`config.mk`:
```
export PLATFORM = sky130hd
export DESIGN_NAME = div_unit
export DESIGN_NICKNAME = d
export VERILOG_FILES = /design/src/rtl/div_unit.sv
export SDC_FILE = /design/constraint.sdc
export NUM_CORES = 1
export LEC_CHECK = 0
export BUFFER_PORTS_ARGS = -buffer_cell sky130_fd_sc_hd__buf_2
export CORE_MARGIN = 4
export CORE_UTILIZATION = 50
export CTS_CLUSTER_SIZE = 20
export DETAILED_ROUTE_END_ITERATION = 7
export PLACE_DENSITY = 0.71
export REMOVE_ABC_BUFFERS = 1
export SKIP_LAST_GASP = 1
export SLEW_MARGIN = 15
export SYNTH_ARGS = -nofsm -noshare
export SYNTH_HDL_FRONTEND = slang
export SYNTH_SLANG_ARGS = --single-unit
export TNS_END_PERCENT = 20
```
`constraint.sdc`:
```
create_clock -name clk -period 5.6 [get_ports clk]
set_clock_uncertainty 0.1 [all_clocks]
set_input_delay 0.28 -clock clk [delete_from_list [all_inputs] [get_ports clk]]
set_output_delay 0.28 -clock clk [all_outputs]
set_load 0.01 [all_outputs]
```
`src/rtl/div_unit.sv`:
```
// rtl/div_unit.sv - multi-cycle signed 32-bit restoring divider (quotient to LO, remainder to HI)
module div_unit (
    input  logic        clk,
    input  logic        reset,
    input  logic        div_start,
    input  logic [31:0] dividend,
    input  logic [31:0] divisor,
    output logic [31:0] div_lo_out,
    output logic [31:0] div_hi_out,
    output logic        div_done,
    output logic        div_zero,
    output logic        div_busy
);

    localparam logic [1:0] S_IDLE = 2'd0;
    localparam logic [1:0] S_RUN  = 2'd1;
    localparam logic [1:0] S_FIX  = 2'd2;

    logic [1:0]  state;
    logic [31:0] rem;
    logic [31:0] quot;
    logic [31:0] dvs_mag;
    logic [4:0]  cnt;
    logic        sign_q;
    logic        sign_r;

    logic        accept;
    logic        accept_zero;
    logic [31:0] dividend_mag;
    logic [31:0] divisor_mag;
    logic [32:0] trial;
    logic [32:0] diff;
    logic        fits;

    // Start decode, operand magnitudes and one restoring trial subtraction.
    always_comb begin
        accept       = (state == S_IDLE) && div_start && (divisor != 32'd0);
        accept_zero  = (state == S_IDLE) && div_start && (divisor == 32'd0);
        // Two's complement negation keeps 0x80000000 as its own magnitude,
        // which is exactly right when read back as unsigned.
        dividend_mag = dividend[31] ? (32'd0 - dividend) : dividend;
        divisor_mag  = divisor[31]  ? (32'd0 - divisor)  : divisor;
        // 33 bits: the shifted remainder can exceed 32 bits before the subtract.
        trial        = {rem, quot[31]};
        diff         = trial - {1'b0, dvs_mag};
        // The partial remainder is always below the divisor, so the trial is
        // below twice the divisor and bit 32 of the difference is a clean borrow.
        fits         = ~diff[32];
    end

    // Control state, iteration datapath and registered results.
    always_ff @(posedge clk) begin
        if (reset) begin
            state      <= S_IDLE;
            rem        <= 32'd0;
            quot       <= 32'd0;
            dvs_mag    <= 32'd0;
            cnt        <= 5'd0;
            sign_q     <= 1'b0;
            sign_r     <= 1'b0;
            div_lo_out <= 32'd0;
            div_hi_out <= 32'd0;
            div_done   <= 1'b0;
            div_zero   <= 1'b0;
            div_busy   <= 1'b0;
        end else begin
            div_done <= 1'b0;
            div_zero <= accept_zero;
            // Busy covers the accepting cycle through the FIX cycle's output,
            // i.e. it falls one cycle after the state returns to IDLE.
            div_busy <= (state != S_IDLE) || accept;
            case (state)
                S_IDLE: begin
                    if (accept) begin
                        quot    <= dividend_mag;
                        dvs_mag <= divisor_mag;
                        rem     <= 32'd0;
                        cnt     <= 5'd0;
                        sign_q  <= dividend[31] ^ divisor[31];
                        sign_r  <= dividend[31];
                        state   <= S_RUN;
                    end
                end
                S_RUN: begin
                    if (fits) begin
                        rem  <= diff[31:0];
                        quot <= {quot[30:0], 1'b1};
                    end else begin
                        rem  <= trial[31:0];
                        quot <= {quot[30:0], 1'b0};
                    end
                    cnt <= cnt + 5'd1;
                    if (cnt == 5'd31) begin
                        state <= S_FIX;
                    end
                end
                S_FIX: begin
                    div_lo_out <= sign_q ? (32'd0 - quot) : quot;
                    div_hi_out <= sign_r ? (32'd0 - rem)  : rem;
                    div_done   <= 1'b1;
                    state      <= S_IDLE;
                end
                default: begin
                    state <= S_IDLE;
                end
            endcase
        end
    end

endmodule

```
==> results.ini, run 1 <==
[outcome]
status = completed

[yosys]
ys.flop_type = dfxtp_1
yosysMostFrequentCell = dfxtp_1
yosysSeqAreaShare_pct = 33.71
yosysTopAreaCell = dfxtp_1
ys_seq_elements = 172
avgSynthCellArea_sq_um = 8.069
ys_warn_count = 0
synth_cells = 1266
netlist_area_sq_um = 10210
synth_area_leaders = dfxtp_1 (34%), a211oi_1 (6.8%), xnor2_1 (6.3%)
synthArstFlopShare_pct = 0
ys_top_cells_by_count = dfxtp_1 (172), nor2_1 (166), nand2_1 (129)
yosysUniqueCellTypes = 58
synth_edf_count = 0
synth_top_area_share_pct = 33.71

[setup_path]
path_max_fanout = 13
path_cells = ha_1 > nor3_1 > nor4_1 > o21ai_0 > a2111oi_0 > o31ai_1 > a2bb2oi_1 > o21ai_0 > xnor2_1 > nor4_1 > a2111oi_0 > o21ai_0
cp-start-kind = flip-flop
path_class = flip-flop to flip-flop
cp.required_ns = 5.80
cp_slowest_stage_delay_ns = 0.75
end_kind = flip-flop
cpMaxStageDelayCell = a2111oi_0
arrival_ns = 5.10
cp_common_cell = o21ai_0
r2r_slack_ns = 0.70

[grt]
overflow = 0
grt_pass1_wl_um = 42760
use_met1_pct = 31.04
top_usage_layer = met2
grt_max_degree = 80
met3_usage_pct = 3.291
grt_use_met2_pct = 37.66
gr-usage-all-layers_pct = 22.82
grt_pass1_vias = 8731
grt_antenna_before_repair = 1

[detailed_routing]
routed_via_density = 5.706
remaining_drc_errors = 0
drt-initial-drc-count = 799
avgRoutedWirePerCell_um = 15.78
dr.pass1.iters = 6
vias = 9335
antenna_left = 0
wl_um = 25820

[run]
maxCapViolations = 0

[clock_network]
cts_setup_buffers = 0
clock-sinks = 172
cts_tree = yes
h-tree-depth = 4
cts_resized = 0
clk_latency_ns = 0.44
cts_root_buf = clkbuf_16
clock_path_buffers = 2
ctsHoldBuffers = 0
clkTransAtPathRegs_ns = 0.06
cts_made_buffers = 17

[floorplanning]
core-area_sq_um = 20170
dieHeight_um = 150.9
initial_core_util_pct = 50.65
std_cell_rows = 52
fp.dieArea_sq_um = 22780
die_x_um = 150.9
ioPinCount = 134

[power]
vdd_drop_max_mv = 0.2427
p_leak_nw = 4.642
power_density_nw_per_um2 = 376.0

[placement]
io_buffers = 133
routabilityCongestion = 0.9645
place_hpwl_um = 18610

[timing]
maxSlewViolCount = 0
fin_crit_ns = 4.901
final-hold-violation-count = 0
relSlewSlack_pct = 22.59
rsz0062_at_grt = false
worst_pin_slew_ns = 1.153
fin_crit_sh_pct = 87.51
fin_tns_setup_ns = 0
fmax_ghz = 0.2040
setup_viol = 0

[finish]
postLayoutCoreUtil_pct = 57.95
drive_gt1_share_pct = 14.43
syn_to_final_growth_pct = 14.42
nets = 1459

[min_path]
hold_class = input pin to flip-flop

==> state kept, by name, indices dropped and copies added, names as in the netlist <==
signal and flops:
div_hi_out 32, div_lo_out 32, dvs_mag 32, quot 32
rem 32, cnt 5, state 2, div_busy 1
div_done 1, div_zero 1, sign_q 1, sign_r 1
==> cells in the final DEF (no fill, tap or decap), drive strengths merged, types with 3 or more instances in the layout <==
master,count
a31oi,5
a2111oi,5
buf,144
a32o,3
dfxtp,172
inv,54
a21o,12
or4,18
xnor2,74
o21ai,81
nand4,7
nand2b,14
or2,6
o211ai,3
bufinv,4
o31ai,35
mux2i,25
nand3b,6
a21oi,48
or3,11
clkbuf,18
xor2,72
nor4,14
nand3,15
nor2,166
a211oi,92
a222oi,27
nand2,129
ha,38
nor3,15
o21a,3
nor2b,7
o41ai,15
==> critical path: cells and delay by family, from the launching register on <==
kind	cells	cell delay [ns]
xor+xnor	1	0.57
compound gates	7	2.61
flops	1	0.51
fa+ha+maj	1	0.30
simple gates	3	0.67
==> logic make-up after synthesis <==
logic type	synth area share, %
fa+ha+maj	4.851
mux	2.450
buf+inv	4.605
simple gates	18.59
flops	33.71
xor+xnor	12.52
compound gates	23.27
==> per-layer routing <==
layer  wire length, um  up-vias
li1                  -     4750
met1             12010     4331
met2             12270      220
met3              1123       34
met4               418        0
met5                 0        -
==> through the flow <==
| stage | total power, mW | std cells | instance area (sq um) | setup slack (ns) | hold slack [ns] |
|---|---|---|---|---|---|
| after floorplan | 2.701 | 1190 | 9925 | 0.4334 | 0.2491 |
| after global placement | 3.079 | 1604 | 11050 | 0.9860 | 0.3431 |
| final | 4.395 | 1636 | 11690 | 0.6992 | 0.05653 |
| after global routing | 4.680 | 1636 | 11690 | 0.1978 | 0.06536 |
| after CTS | 4.405 | 1635 | 11680 | 0.7920 | 0.04810 |
| after detailed placement | 3.104 | 1604 | 11050 | 0.8123 | 0.3471 |
==> area by class of cell <==
class	count	area [sq um]
inverters	48	180.2
clock buffers	18	429.2
flip-flops and latches	172	3445
well taps	270	337.8
fillers	1934	8482
repair buffers	144	750.7
diodes	1	2.502
clock inverters	13	202.7
multi-input cells	970	6340
==> report_power, final <==
group,internal (mW),switching [mW],total [mW]
combinational,0.723,0.957,1.68
clock,0.758,0.533,1.29
sequential,1.30,0.121,1.42
total,2.78,1.61,4.39
==> path summary, 6_finish.rpt <==
kind | startpoint | end | depth (start not counted)
hold / removal | div_start | div_zero | 2
setup reg to reg | rem[6] | rem[31] | 12
hold reg to reg | div_lo_out[12] | div_lo_out[12] | 2
setup / recovery | rem[6] | rem[31] | 12
(Power assumes the default switching activity.)
==> inputs of run 2 (changes only) <==
==> constraint.sdc (replaced) <==
create_clock -name clk -period 5.6 [get_ports clk]
set_clock_uncertainty 0.1 [all_clocks]
set_input_delay 0.56 -clock clk [delete_from_list [all_inputs] [get_ports clk]]
set_output_delay 0.56 -clock clk [all_outputs]
set_load 0.01 [all_outputs]
==> results.ini, run 2 (same netlist as run 1, synthesis figures left out) <==
[power]
p_leak_nw = 4.630  ; -0.25%
clkPwrFrac_pct = 28.8  ; -0.6 points
switching_power_mw = 1.647  ; +2.2%
swShare_pct = 37.88  ; +1.2 points
power_density_nw_per_um2 = 372.7  ; -0.89%
pwr-share-comb_pct = 38.4  ; +0.2 points
sequentialPowerShare_pct = 32.7  ; +0.3 points
p_total_mw = 4.348  ; -1.1%
vdd_drop_max_mv = 0.2518  ; +3.8%
power.internal_mw = 2.701  ; -3.0%

[clock_network]
h-tree-depth = 4  ; unchanged
clkTransAtPathRegs_ns = 0.07  ; about the same
clk_latency_ns = 0.45  ; about the same
cts_made_buffers = 17  ; unchanged
cts_setup_buffers = 0  ; unchanged
cts_tree = yes
ctsHoldBuffers = 0  ; unchanged
clock_path_buffers = 2  ; unchanged
clock-sinks = 172  ; unchanged
cts_resized = 0  ; unchanged
cts_root_buf = clkbuf_16

[grt]
overflow = 0  ; unchanged
gr-usage-all-layers_pct = 22.32  ; -0.51 points
grt_antenna_before_repair = 0  ; -1
grt_max_degree = 98  ; +23%
grt_pass1_wl_um = 41570  ; -2.8%
grt_pass1_vias = 8303  ; -4.9%

[timing]
fin_tns_setup_ns = 0  ; unchanged
relSlewSlack_pct = 27.22  ; +4.6 points
timing.final.ws_setup_ns = 0.6593  ; -0.03989 ns
fin_crit_sh_pct = 88.23  ; +0.71 points
maxSlewViolCount = 0  ; unchanged
fin_crit_ns = 4.941  ; +0.03989 ns
final-hold-violation-count = 0  ; unchanged
fmax_ghz = 0.2024  ; -0.81%
rsz0062_at_grt = false
setup_viol = 0  ; unchanged
worst_pin_slew_ns = 1.084  ; -0.06889 ns

[placement]
place_hpwl_um = 18670  ; +0.32%
routabilityCongestion = 0.9417  ; -2.4%
placed_area_sq_um = 11040  ; about the same
place_ws_ns = 0.8099  ; -0.002345 ns
io_buffers = 133  ; unchanged
place_inst = 1603  ; -0.062%

[setup_path]
arrival_ns = 5.14  ; +0.04 ns
cp_common_cell = o21ai_0
path_cells = inv_1 > ha_1 > fa_1 > nand2b_1 > a21oi_1 > o21ai_0 > a2111oi_0 > o31ai_1 > a2bb2oi_1 > o21ai_0 > xor2_4 > buf_4 > mux2i_1 > o21ai_0
path_max_fanout = 20  ; +7
startpoint = quot[31]
reg2reg_from = quot[31]
cp_slowest_stage_delay_ns = 0.81  ; +0.06 ns
cp-start-kind = flip-flop
cp.required_ns = 5.80  ; about the same
cpMaxStageDelayCell = a2111oi_0
r2r_slack_ns = 0.66  ; -0.04 ns
end_kind = flip-flop
path_class = flip-flop to flip-flop

[outcome]
status = completed

[floorplanning]
core-area_sq_um = 20170  ; unchanged
fp.dieArea_sq_um = 22780  ; unchanged
die_x_um = 150.9  ; unchanged
std_cell_rows = 52  ; unchanged
ioPinCount = 134  ; unchanged
dieHeight_um = 150.9  ; unchanged
initial_core_util_pct = 50.65  ; unchanged

[finish]
drive_gt1_share_pct = 14.51  ; +0.073 points
mostFrequentLayoutCells = dfxtp_1 (171), nor2_1 (165), buf_2 (132)
design_area_sq_um = 11670  ; -0.18%
instances_no_fill = 1635  ; -0.061%
nets = 1458  ; -0.069%
layout_commonest_cell = dfxtp_1
syn_to_final_growth_pct = 14.21
num_antenna_cells = 0  ; -1

[detailed_routing]
drt-initial-drc-count = 671  ; -16%
avgRoutedWirePerCell_um = 15.71  ; -0.47%
antenna_left = 0  ; unchanged
remaining_drc_errors = 0  ; unchanged
wl_met2_um = 11910  ; -2.9%
wl_met1_um = 12120  ; +0.92%
top_layer_used = met4
wl_um = 25680  ; -0.53%
routed_via_density = 5.664  ; -0.73%
routed-wl-met3_um = 1162  ; +3.5%
vias = 9261  ; -0.79%
dr.pass1.iters = 7  ; +1

[run]
maxCapViolations = 0  ; unchanged

[min_path]
min-delay-start = div_start
hold_class = input pin to flip-flop

==> run 2: metrics by stage <==
| step | util, % | hold WS [ns] |
|---|---|---|
| global placement | 54.76 | 0.3439 |
| floorplan | - | 0.3258 |
| finish | 57.84 | 0.3148 |
| detailed placement | 54.76 | 0.3469 |
| global route | 57.84 | 0.3150 |
| CTS | 57.84 | 0.3055 |
==> run 2: cell type report <==
| class | count | area [sq um] |
|---|---|---|
| Timing Repair Buffer | 143 | 743.2 |
| Inverter | 48 | 180.2 |
| Clock inverter | 15 | 195.2 |
| Tap cell | 270 | 337.8 |
| Fill cell | 1907 | 8503 |
| Sequential cell | 172 | 3445 |
| Clock buffer | 17 | 425.4 |
| Multi-Input combinational cell | 970 | 6340 |
==> run 2: power by group through the flow <==
stage	Clock, mW	Combinational (mW)	Sequential [mW]
finish	1.25	1.67	1.42
global route	1.32	1.86	1.44
CTS	1.27	1.66	1.42
detailed placement	0	1.64	1.45
global placement	0	1.63	1.44
floorplan	0	1.29	1.41
==> run 2: worst paths after layout <==
path,to,cells past startpoint
hold reg to reg,dvs_mag[22],2
setup reg to reg,rem[19],14
hold / removal,div_zero,2
setup / recovery,rem[19],14
==> run 2: critical path, delay by kind of cell, from the launching register on <==
family	cells	cell delay [ns]
AO/OA/AOI/OAI	7	2.36
adder cells (fa/ha/maj)	2	0.63
buffers and inverters	2	0.49
XOR/XNOR	1	0.45
flip-flops	1	0.31
multiplexers	1	0.25
AND/OR/NAND/NOR	1	0.19
==> run 2: routing by layer <==
metal  up-vias  global-route usage, %
met4         0                  6.618
li1       4728                      -
met5         -                      0
met3        28                  3.591
met1      4300                  30.93
met2       205                  35.90
==> inputs of run 3 (changes only) <==
CORE_UTILIZATION = 30   (was 50)
PLACE_DENSITY = default   (was 0.71)
==> results.ini, run 3 (same netlist as run 1, synthesis figures left out) <==
[outcome]
status = completed

[detailed_routing]
wl_um = 28660  ; +12%
drt-initial-drc-count = 640  ; -4.6%
dr.pass1.iters = 6  ; -1
remaining_drc_errors = 0  ; unchanged
avgRoutedWirePerCell_um = 15.76  ; +0.36%
vias = 9356  ; +1.0%
routed_via_density = 5.146  ; -9.1%
antenna_left = 0  ; unchanged

[timing]
fin_crit_ns = 5.108  ; +0.1668 ns
rsz0062_at_grt = false
timing.final.ws_setup_ns = 0.4925  ; -0.1668 ns
relSlewSlack_pct = 23.45  ; -3.8 points
fin_tns_setup_ns = 0  ; unchanged
final-hold-violation-count = 0  ; unchanged
worst_pin_slew_ns = 1.147  ; +0.06277 ns
fmax_ghz = 0.1958  ; -3.3%
setup_viol = 0  ; unchanged
fin_crit_sh_pct = 91.21  ; +3.0 points
maxSlewViolCount = 0  ; unchanged

[setup_path]
arrival_ns = 5.30  ; +0.16 ns
end_kind = flip-flop
r2r_slack_ns = 0.49  ; -0.17 ns
cp-start-kind = flip-flop
path_class = flip-flop to flip-flop
path_max_fanout = 18  ; -10%
cp.required_ns = 5.79  ; about the same

[min_path]
hold_class = input pin to flip-flop

[clock_network]
cts_setup_buffers = 0  ; unchanged
clkTransAtPathRegs_ns = 0.06  ; about the same
cts_tree = yes
cts_made_buffers = 17  ; unchanged
clock-sinks = 172  ; unchanged
clock_path_buffers = 2  ; unchanged
h-tree-depth = 4  ; unchanged
cts_resized = 0  ; unchanged
clk_latency_ns = 0.44  ; about the same
ctsHoldBuffers = 0  ; unchanged
cts_root_buf = clkbuf_16

[grt]
overflow = 0  ; unchanged
grt_pass1_vias = 8825  ; +6.3%
gr-usage-all-layers_pct = 15.32  ; -7.0 points
grt_antenna_before_repair = 4  ; +4
grt_max_degree = 98  ; unchanged
grt_pass1_wl_um = 46160  ; +11%

[floorplanning]
dieHeight_um = 192.5  ; +28%
fp.dieArea_sq_um = 37070  ; +63%
die_x_um = 192.5  ; +28%
core-area_sq_um = 33530  ; +66%
std_cell_rows = 67  ; +29%
initial_core_util_pct = 30.46  ; -20 points
ioPinCount = 134  ; unchanged

[finish]
layout_commonest_cell = dfxtp_1
instances_no_fill = 1818  ; +11%
mostFrequentLayoutCells = dfxtp_1 (172), nor2_1 (165), buf_2 (132)
drive_gt1_share_pct = 14.63  ; +0.13 points
fill_cells = 3571  ; +87%
postLayoutCoreUtil_pct = 35.54  ; -22 points
syn_to_final_growth_pct = 16.68
nets = 1460  ; +0.14%

[placement]
place_hpwl_um = 21450  ; +15%
place_inst = 1783  ; +11%
routabilityCongestion = 0.9126  ; -3.1%
place_ws_ns = 0.6490  ; -0.1609 ns
io_buffers = 133  ; unchanged

[power]
p_total_mw = 4.371  ; +0.53%
p_leak_nw = 4.649  ; +0.41%
power_density_nw_per_um2 = 366.7  ; -1.6%
vdd_drop_max_mv = 0.2354  ; -6.5%

[run]
maxCapViolations = 0  ; unchanged

==> run 3: cell types whose count changed in the layout (fill, tap and decap cells not counted), sizes merged <==
cell / change
inv: -6
clkinv: +5
diode: +3
buf: +2
bufinv: +2
clkinvlp: -1
==> run 3: layout make-up <==
type	instances	area, sq um	share of cell area [%]
clock buffer	17	425.4	3.569
clock inverter	15	196.4	1.648
multi-input combinational	970	6347	53.25
antenna	3	7.507	0.06299
tap	448	560.5	4.703
sequential	172	3443	28.89
timing repair buffer	145	758.2	6.362
inverter	48	180.2	1.512
==> run 3: power breakdown <==
part | total [mW] | leakage [nW] | internal (mW) | switching [mW]
Combinational | 1.69 | 2.94 | 0.720 | 0.967
Sequential | 1.42 | 1.40 | 1.30 | 0.120
Clock | 1.26 | 0.307 | 0.747 | 0.514
Total | 4.37 | 4.65 | 2.77 | 1.60
==> run 3: worst max-delay path, cell delays in order (launching register included) <==
cell,delay [ns]
dfxtp_1,0.44
inv_1,0.13
fa_1,0.44
nand2b_1,0.19
a21oi_1,0.21
o21ai_0,0.20
a2111oi_0,0.80
o31ai_1,0.31
a2bb2oi_1,0.22
o21ai_0,0.63
xor2_4,0.54
buf_4,0.40
mux2i_1,0.25
o21ai_0,0.10
==> run 3: layer usage <==
layer	share of wire, %	GRT usage, %	vias to the layer above
met5	0.070	0	-
met4	2.3	5.019	2
met3	5.5	3.527	43
met2	47	25.32	206
met1	45	19.77	4359
li1	-	-	4746
==> run 3: stage by stage <==
step                      hold WS [ns]  instance area (sq um)
after floorplan                 0.3258                   9925
after global placement          0.3431                  11280
after detailed placement        0.3473                  11280
after CTS                       0.3055                  11900
after global routing            0.3290                  11920
final                           0.3246                  11920
==> run 3: worst paths after layout <==
kind | startpoint | end | cells past startpoint
setup / recovery | rem[0] | rem[18] | 13
hold reg to reg | dvs_mag[22] | dvs_mag[22] | 2
setup reg to reg | rem[0] | rem[18] | 13
hold / removal | div_start | div_zero | 2
